**src/rtl/powerpc_ram_pkg.sv**
```systemverilog
// Shared definitions for the PowerPC dual-port RAM arbiter.
// RAM geometry (64 words x 8 bits), requester ids and the per-port read tag.
package powerpc_ram_pkg;

  localparam int RAM_AW   = 6;
  localparam int RAM_DW   = 8;
  localparam int RAM_NREQ = 4;

  typedef enum logic [1:0] {
    REQ_FETCH = 2'd0,
    REQ_LS    = 2'd1,
    REQ_DMA   = 2'd2,
    REQ_DBG   = 2'd3
  } req_id_e;

  // Outstanding read on one RAM port: which requester gets q next cycle.
  typedef struct packed {
    logic       valid;
    logic [1:0] id;
  } port_tag_t;

endpackage

```
**src/rtl/ram_rr_picker.sv**
```systemverilog
// Combinational round-robin picker.
// Finds the first requester with (req & mask) set, scanning upward from
// rr_ptr with wrap-around.
//   req    : request vector
//   rr_ptr : highest-priority index
//   mask   : candidates allowed for this pick
//   found  : some candidate exists
//   idx    : index of the chosen candidate (rr_ptr when nothing found)
module ram_rr_picker
  import powerpc_ram_pkg::*;
(
  input  logic [RAM_NREQ-1:0] req,
  input  logic [1:0]          rr_ptr,
  input  logic [RAM_NREQ-1:0] mask,
  output logic                found,
  output logic [1:0]          idx
);

  logic [RAM_NREQ-1:0] cand;

  assign cand = req & mask;

  // Walk offsets from farthest to nearest so the nearest hit is the last
  // assignment and wins.
  always_comb begin
    found = 1'b0;
    idx   = rr_ptr;
    for (int i = RAM_NREQ - 1; i >= 0; i--) begin
      if (cand[rr_ptr + 2'(i)]) begin
        found = 1'b1;
        idx   = rr_ptr + 2'(i);
      end
    end
  end

endmodule

```
**src/rtl/powerpc_ram_arbiter.sv**
```systemverilog
// Round-robin arbiter sharing the two ports of the 64x8 dual-port PowerPC RAM
// among four requesters (fetch, load/store, DMA, debug).
//   CLK, RST            : clock, synchronous active-high reset
//   req/we/addr/wdata   : per-requester request, held until gnt
//   gnt                 : one-cycle grant pulse (combinational)
//   rvalid/rdata        : read return one cycle after a read grant
//   Data_x/Addr_x/ENW_x : RAM port drive (port A = pick 1, port B = pick 2)
//   q_A, q_B            : RAM registered read data
module powerpc_ram_arbiter
  import powerpc_ram_pkg::*;
#(
  parameter int NREQ = RAM_NREQ,
  parameter int AW   = RAM_AW,
  parameter int DW   = RAM_DW
) (
  input  logic               CLK,
  input  logic               RST,
  input  logic [NREQ-1:0]    req,
  input  logic [NREQ-1:0]    we,
  input  logic [NREQ*AW-1:0] addr,
  input  logic [NREQ*DW-1:0] wdata,
  output logic [NREQ-1:0]    gnt,
  output logic [NREQ-1:0]    rvalid,
  output logic [NREQ*DW-1:0] rdata,
  output logic [DW-1:0]      Data_A,
  output logic [DW-1:0]      Data_B,
  output logic [AW-1:0]      Addr_A,
  output logic [AW-1:0]      Addr_B,
  output logic               ENW_A,
  output logic               ENW_B,
  input  logic [DW-1:0]      q_A,
  input  logic [DW-1:0]      q_B
);

  logic [1:0]    rr_ptr;
  port_tag_t     tag_a;
  port_tag_t     tag_b;
  logic [AW-1:0] hold_addr_a;
  logic [AW-1:0] hold_addr_b;
  logic [DW-1:0] hold_data_a;
  logic [DW-1:0] hold_data_b;

  logic [AW-1:0] addr_v  [NREQ];
  logic [DW-1:0] wdata_v [NREQ];

  logic          p1_found;
  logic          p2_found;
  logic [1:0]    p1_idx;
  logic [1:0]    p2_idx;
  logic [NREQ-1:0] p2_mask;
  logic          hazard;
  logic          gnt_a;
  logic          gnt_b;

  always_comb begin
    for (int i = 0; i < NREQ; i++) begin
      addr_v[i]  = addr[i*AW +: AW];
      wdata_v[i] = wdata[i*DW +: DW];
    end
  end

  ram_rr_picker u_pick_a (
    .req    (req),
    .rr_ptr (rr_ptr),
    .mask   ({NREQ{1'b1}}),
    .found  (p1_found),
    .idx    (p1_idx)
  );

  // Same scan with pick 1 removed yields the next requester after it.
  assign p2_mask = ~(NREQ'(1) << p1_idx);

  ram_rr_picker u_pick_b (
    .req    (req),
    .rr_ptr (rr_ptr),
    .mask   (p2_mask),
    .found  (p2_found),
    .idx    (p2_idx)
  );

  // Same address on both ports is only safe when both are reads.
  assign hazard = p2_found && (addr_v[p1_idx] == addr_v[p2_idx]) &&
                  (we[p1_idx] || we[p2_idx]);

  assign gnt_a = p1_found && !RST;
  assign gnt_b = p2_found && !hazard && !RST;

  always_comb begin
    gnt = '0;
    if (gnt_a) gnt[p1_idx] = 1'b1;
    if (gnt_b) gnt[p2_idx] = 1'b1;
  end

  always_comb begin
    if (RST) begin
      Addr_A = '0;
      Data_A = '0;
      Addr_B = '0;
      Data_B = '0;
    end else begin
      Addr_A = gnt_a ? addr_v[p1_idx]  : hold_addr_a;
      Data_A = gnt_a ? wdata_v[p1_idx] : hold_data_a;
      Addr_B = gnt_b ? addr_v[p2_idx]  : hold_addr_b;
      Data_B = gnt_b ? wdata_v[p2_idx] : hold_data_b;
    end
  end

  assign ENW_A = gnt_a && we[p1_idx];
  assign ENW_B = gnt_b && we[p2_idx];

  always_ff @(posedge CLK) begin
    if (RST) begin
      rr_ptr      <= 2'd0;
      tag_a       <= '0;
      tag_b       <= '0;
      hold_addr_a <= '0;
      hold_addr_b <= '0;
      hold_data_a <= '0;
      hold_data_b <= '0;
    end else begin
      tag_a <= '{valid: gnt_a && !we[p1_idx], id: p1_idx};
      tag_b <= '{valid: gnt_b && !we[p2_idx], id: p2_idx};
      if (gnt_a) begin
        hold_addr_a <= addr_v[p1_idx];
        hold_data_a <= wdata_v[p1_idx];
      end
      if (gnt_b) begin
        hold_addr_b <= addr_v[p2_idx];
        hold_data_b <= wdata_v[p2_idx];
      end
      if (gnt_b) begin
        rr_ptr <= p2_idx + 2'd1;
      end else if (gnt_a) begin
        rr_ptr <= p1_idx + 2'd1;
      end
    end
  end

  // A requester never holds both tags, so the two ports cannot collide here.
  always_comb begin
    rvalid = '0;
    rdata  = '0;
    if (!RST) begin
      if (tag_a.valid) begin
        rvalid[tag_a.id]          = 1'b1;
        rdata[tag_a.id*DW +: DW]  = q_A;
      end
      if (tag_b.valid) begin
        rvalid[tag_b.id]          = 1'b1;
        rdata[tag_b.id*DW +: DW]  = q_B;
      end
    end
  end

endmodule

```
**config.mk**
```make
export PLATFORM = sky130hd
export DESIGN_NAME = powerpc_ram_arbiter
export DESIGN_NICKNAME = d
export VERILOG_FILES = /design/src/rtl/powerpc_ram_pkg.sv /design/src/rtl/ram_rr_picker.sv /design/src/rtl/powerpc_ram_arbiter.sv
export SDC_FILE = /design/constraint.sdc
export NUM_CORES = 1
export LEC_CHECK = 0
export BUFFER_PORTS_ARGS = -buffer_cell sky130_fd_sc_hd__buf_4
export CORE_ASPECT_RATIO = 1.25
export CORE_UTILIZATION = 35
export DETAILED_ROUTE_END_ITERATION = 10
export PLACE_DENSITY = 0.73
export SYNTH_ARGS = -nofsm -noshare
export SYNTH_HDL_FRONTEND = slang
export SYNTH_HIERARCHICAL = 1
export SYNTH_SLANG_ARGS = --single-unit
```
**constraint.sdc**
```tcl
create_clock -name CLK -period 5.69 [get_ports CLK]
set_input_delay 0.8535 -clock CLK [delete_from_list [all_inputs] [get_ports CLK]]
set_output_delay 0.8535 -clock CLK [all_outputs]
set_load 0.05 [all_outputs]
```
Yosys cells after proc, flatten, opt, wreduce, memory -nomap -nowiden
Index checks and enable logic that the tools add are counted.

storage, ports and cells
  register bits after elaboration = 36
  input bits = 82
  logic and storage cells = 139

operators by class
  bitwise gates (word level) = 7
  shift-type cells = 5
  reductions and logical operators = 19
  equal/unequal tests = 1
  mux-type cells = 77
  order comparisons = 14
  add/subtract/negate cells = 7

operator list
  kind                                                                      number
  32-bit 2-to-1 mux                                                         4
  5-bit negation with 34-bit output                                         2
  8-bit by 34-bit variable shift with 32-bit output (first input constant)  2
  8-bit by 34-bit indexed part select with 32-bit output                    2
  8-bit 2-to-1 mux                                                          8
  6-bit 2-to-1 mux                                                          8
  32-bit bitwise AND                                                        1
  8-bit binary-select mux with 2-bit select                                 2
  32-bit bitwise mux                                                        1
  6-bit binary-select mux with 2-bit select                                 2
  2-bit by 3-bit < comparator with 1-bit output (second input constant)     8
  4-bit 2-to-1 mux                                                          6
  1-bit 2-to-1 mux                                                          22
  1-bit binary-select mux with 2-bit select                                 10
  2-bit 2-to-1 mux                                                          10
  1-bit logical AND                                                         13
  1-bit demux with 2-bit select                                             4
  2-bit by 1-bit >= comparator with 1-bit output (second input constant)    4
  4-bit OR                                                                  2
  2-bit by 1-bit adder with 2-bit output (second input constant)            3
  6-bit equality test                                                       1
  3-bit >= comparator (second input constant)                               2
  2-bit NOT with 3-bit output                                               2
  2-bit adder (second input constant)                                       2
  6 further kinds                                                           9

Logic depth before layout (Yosys ltp)
  depth in word-level cells = 28
  mapped depth = 16

Modules after synthesis
The synthesis kept the hierarchy.

by module, submodules not included
  module               area an instance (µm²)  times used  cells an instance
  powerpc_ram_arbiter  2,982.9                 1           293
  ram_rr_picker        117.6                   2           18

Least setup slack after synthesis
No wires, ideal clock.

  path kind = input -> output
  start = in req[2]
  end = out gnt[0]
  setup slack = -0.670 ns
  arrival time = 5.507 ns
  stages = 15
  data required time = 4.837 ns
  cells stage by stage = a22oi_2 o22ai_1 a222oi_1 buf_6 buf_1 nand2b_1 a221oi_1 a41o_1 o21ai_0 clkbuf_1 mux4_1 o2111ai_1 o21ai_2 buf_6 o32ai_1

between the ends
  word-level cells in the longest chain between the ends = 26
  elaborated cells between the ends (all ways) = 68

ends and longest elaborated chain
  item                                                 RTL line                   text
  start, declared                                      powerpc_ram_arbiter.sv:18  input logic [NREQ-1:0] req,
  1-bit binary-select mux with 2-bit select            ram_rr_picker.sv:29        if (cand[rr_ptr + 2'(i)]) begin
  1-bit 2-to-1 mux (implied by the code)               ram_rr_picker.sv:29
  2-bit 2-to-1 mux (3 in a row)                        ram_rr_picker.sv:29
  2-bit 2-to-1 mux *                                   ram_rr_picker.sv:29
  named net p1_idx[0]                                  powerpc_ram_arbiter.sv:48  logic [1:0] p1_idx;
  1-bit by 2-bit << shifter with 4-bit output *        powerpc_ram_arbiter.sv:71  assign p2_mask = ~(NREQ'(1) << p1_idx);
  4-bit NOT *                                          powerpc_ram_arbiter.sv:71
  named net p2_mask[2]                                 powerpc_ram_arbiter.sv:50  logic [NREQ-1:0] p2_mask;
  (+7 left out)                                        --
  named net p2_idx[1]                                  powerpc_ram_arbiter.sv:49  logic [1:0] p2_idx;
  2-bit NOT with 3-bit output (implied by the code)    powerpc_ram_arbiter.sv:82  assign hazard = p2_found && (addr_v[p1_idx] == addr_v[p2_idx]) &&
  6-bit binary-select mux with 2-bit select            powerpc_ram_arbiter.sv:82
  6-bit 2-to-1 mux (implied by the code) (2 in a row)  powerpc_ram_arbiter.sv:82
  6-bit equality test                                  powerpc_ram_arbiter.sv:82
  1-bit logical AND (2 in a row)                       powerpc_ram_arbiter.sv:82
  1-bit zero test                                      powerpc_ram_arbiter.sv:86  assign gnt_b = p2_found && !hazard && !RST;
  1-bit logical AND (2 in a row)                       powerpc_ram_arbiter.sv:86
  4-bit 2-to-1 mux *                                   powerpc_ram_arbiter.sv:91  if (gnt_b) gnt[p2_idx] = 1'b1;
  end, declared                                        powerpc_ram_arbiter.sv:22  output logic [NREQ-1:0] gnt,

The timed path passes the listed nets; every way through them passes the cells marked *. The select of a mux whose other input is x is not followed.

Final worst setup path
  start = in req[3]
  end = out Data_B[4]

between the ends
  word-level cells in the longest chain between the ends = 27
  elaborated cells between the ends (all ways) = 55

ends and longest elaborated chain
  item                                                 RTL line                   text
  1-bit binary-select mux with 2-bit select            ram_rr_picker.sv:29
  1-bit 2-to-1 mux (implied by the code)               ram_rr_picker.sv:29
  2-bit 2-to-1 mux (3 in a row)                        ram_rr_picker.sv:29
  2-bit 2-to-1 mux *                                   ram_rr_picker.sv:29
  named net p1_idx[0]                                  powerpc_ram_arbiter.sv:48
  1-bit by 2-bit << shifter with 4-bit output *        powerpc_ram_arbiter.sv:71
  4-bit NOT *                                          powerpc_ram_arbiter.sv:71
  named net p2_mask[0]                                 powerpc_ram_arbiter.sv:50
  (+7 left out)                                        --
  named net p2_idx[0]                                  powerpc_ram_arbiter.sv:49
  (+1 left out)                                        --
  6-bit binary-select mux with 2-bit select            powerpc_ram_arbiter.sv:82
  6-bit 2-to-1 mux (implied by the code) (2 in a row)  powerpc_ram_arbiter.sv:82
  6-bit equality test                                  powerpc_ram_arbiter.sv:82
  1-bit logical AND (2 in a row)                       powerpc_ram_arbiter.sv:82
  1-bit zero test                                      powerpc_ram_arbiter.sv:86
  1-bit logical AND (2 in a row)                       powerpc_ram_arbiter.sv:86
  8-bit 2-to-1 mux *                                   --
  8-bit 2-to-1 mux *                                   powerpc_ram_arbiter.sv:95  if (RST) begin
  end, declared                                        powerpc_ram_arbiter.sv:26  output logic [DW-1:0] Data_B,

Marks and branches as above.

==> flow_summary.yaml <==
final_layout:
  fillCellCount: 802
  area_growth_pct: 51.4
  fin_nets: 593
  drive_above_1_share: 0.479
  antenna_cells: 0
  final_core_util: 0.554
critical_path:
  crit_fanout: 8
  crit_start: "req[3]"
  crit_path_cell_trace: "buf_4 -> and2_4 -> o22ai_1 -> a222oi_1 -> buf_4 -> or2_4 -> a22oi_2 -> o22ai_1 -> a222oi_1 -> bufbuf_16 -> mux4_2 -> xnor2_2 -> o2111ai_2 -> o21ai_4 -> buf_12 -> mux2_2 -> buf_6"
  cp_top_family: "compound AO/OA/AOI/OAI gates"
  cpPeakStageDelay_ns: 0.54
  cp_data_arrival_time_ns: 4.78
  crit_path_end_kind: "output pin"
  start_kind: "input pin"
  r2r_cells: 16
  rr_startpoint: "rr_ptr[1]"
  rr_endpoint: "rr_ptr[1]"
  slowest_stage: "mux4_2"
  r2r_slack_ns: 1.40
  crit_type: "in -> out"
  path_buf_inv: 5
  cp.required_ns: 4.84
placement:
  io_buffers: 151
  dp_worst_setup_slack_ns: -0.0523
  gp_congestion: 0.888
  hpwl_um: 7690
die:
  core-area_mm2: 0.00880
  die_y_um: 109
  die_w_um: 87.8
  die_area_mm2: 0.00958
  rows: 38
  start_util: 0.366
  ios: 152
worst_hold_path:
  hold_depth: 2
  hold_path.class: "reg -> reg"
  hold_start: "hold_data_a[6]"
  min_to: "hold_data_a[6]"
routing:
  avgRoutedWirePerCell_um: 16.7
  antenna_left: 0
  routed_wl_um: 10300
  first_iter_violations: 169
  drcViolationCount: 0
  routed_via_density: 5.37
  routed-via-count: 3327
  first_pass_iters: 7
synthesis:
  synth_area_leader_cell: "dfxtp_1"
  synth_edf_count: 0
  synth-seq-area-share: 0.224
  async_reset_ff_frac: 0
  yosysMostFrequentCell: "nor2_1"
  synth-seq-cells: 36
  synth.distinct_cells: 42
  synth_top_cell_area_share: 0.224
  ys_top_cells_by_area: "dfxtp_1, mux4_2, mux4_1"
  syn_inst: 329
  ys_top_cells_by_count: "nor2_1, dfxtp_1, a22oi_1"
  yosysWarnings: 6
  synth_area_mm2: 0.00322
  synth_area_per_cell_um2: 9.78
  synth_flop_cell: "dfxtp_1"
clock_tree:
  clkTransAtPathRegs_ns: 0.08
  cts_root_buf: "clkbuf_8"
  cts_tree: "done"
  ctsLongestPathBuffers: 2
  cts.sinks: 36
  htree_levels: 2
  clk_latency_ns: 0.29
  ctsHoldBuffers: 0
  numCtsBuffers: 5
sta:
  setup_viol_count_final: 0
  rsz0062_at_grt: "yes"
  fin_worst_skew_ns: 0.00405
  fin_crit_sh: 0.989
  timing.fmax_mhz: 178
  final_hold_viol_count: 0
  period_needed_ns: 5.63
  tightest_slew_ns: 1.40
  maxSlewHeadroom: 0.0554
  worst_slack_ns: 0.0609
  slew_violations: 0
pwr:
  power_w: 0.00234
  pwr_density_cell_mw_per_mm2: 480
  peakVddDrop_mv: 0.276
  leakage_nw: 2.27
global_route:
  grt_first_pass_wirelength_um: 15300
  antenna_found_initial: 0
  grt_pass1_vias: 3165
  grt_max_degree: 74
  grt.overflow.total: 0
  track_usage: 0.203
outcome:
  status: "finished clean"
flow_run:
  drv_cap: 0
-- cell type report --
cell class / count / area, um^2 / area share
clock inverter: 3 / 18.8 / 0.00385
tap: 120 / 150 / 0.0308
timing repair buffer: 176 / 1430 / 0.294
clock buffer: 5 / 68.8 / 0.0141
inverter: 6 / 22.5 / 0.00462
sequential: 36 / 721 / 0.148
multi-input combinational: 273 / 2460 / 0.505
-- tightest hold or removal path: cells and delay by family, from the launching register on --
| kind | cells | cell delay [ns] |
|---|---|---|
| flip-flops | 1 | 0.32 |
| AND/OR/NAND/NOR | 1 | 0.11 |
| multiplexers | 1 | 0.06 |
-- cell usage in the layout (no fill, tap or decap), types with 3 or more instances in the layout --
| cell type | Yosys | routed |
|---|---|---|
| dfxtp_1 | 36 | 36 |
| mux2i_1 | 16 | 16 |
| inv_1 | 6 | 6 |
| mux4_2 | 20 | 24 |
| ha_1 | 13 | 13 |
| xnor2_1 | 6 | 3 |
| conb_1 | 1 | 11 |
| xnor2_2 | 0 | 3 |
| nor2b_1 | 20 | 20 |
| nor2_1 | 52 | 52 |
| buf_4 | 0 | 161 |
| mux4_1 | 10 | 6 |
| o21ai_0 | 6 | 3 |
| clkbuf_8 | 0 | 5 |
| nand2_1 | 20 | 20 |
| a21oi_1 | 5 | 5 |
| buf_6 | 4 | 11 |
| mux2_4 | 10 | 13 |
| o22ai_1 | 7 | 7 |
| a22oi_1 | 33 | 33 |
| nand2b_1 | 6 | 5 |
| nand3_1 | 4 | 4 |
-- cells by family after synthesis --
family | count (synthesis) | synth area share
compound gates | 67 | 0.156
xor+xnor | 6 | 0.0163
fa+ha+maj | 13 | 0.0505
buf+inv | 30 | 0.0443
flops | 36 | 0.224
mux | 60 | 0.332
other cells | 1 | 0.00117
simple gates | 116 | 0.176
-- power by group --
part	switching [W]	internal, W	total (W)
Combinational	0.000946	0.000811	0.00176
Clock	0.0000969	0.0000853	0.000182
Sequential	0.0000570	0.000342	0.000399
-- registers in the layout, summed over array words and instances, names as in the netlist --
signal / cells
tag_a: 3
hold_addr_a: 6
hold_data_b: 8
hold_data_a: 8
rr_ptr: 2
hold_addr_b: 6
tag_b: 3
-- what timing repair did --
action                                  4_1_cts  5_1_grt
pin swaps                                     2       12
gates resized for setup                       3       30
gates cloned                                  0        2
endpoints found under the setup margin        9       16
setup buffers                                 1       10
-- metrics by stage --
stage | hold WS, ns | cell area, um^2 | std cells | TNS, ns
after floorplan | 0.644 | 3260 | 339 | -0.544
after global placement | 0.497 | 4550 | 598 | 0
after detailed placement | 0.508 | 4550 | 598 | -0.192
after CTS | 0.525 | 4660 | 607 | 0
after global routing | 0.552 | 4870 | 619 | -1.36
final | 0.523 | 4870 | 619 | 0
-- worst max path at each step --
stage / endpoint / depth (start not counted)
floorplan: gnt[2] / 15
global placement: Data_B[4] / 16
detailed placement: Data_B[6] / 16
CTS: Data_B[6] / 16
global route: Data_B[4] / 17
finish: Data_B[4] / 17
-- metal layers --
layer	global-route usage	vias to the layer above	share of wire
li1	-	1577	-
met1	0.230	1556	0.37
met2	0.380	180	0.53
met3	0.0409	14	0.083
met4	0.0574	0	0.015
met5	0	-	0
Power figures use the tool's default switching activity.
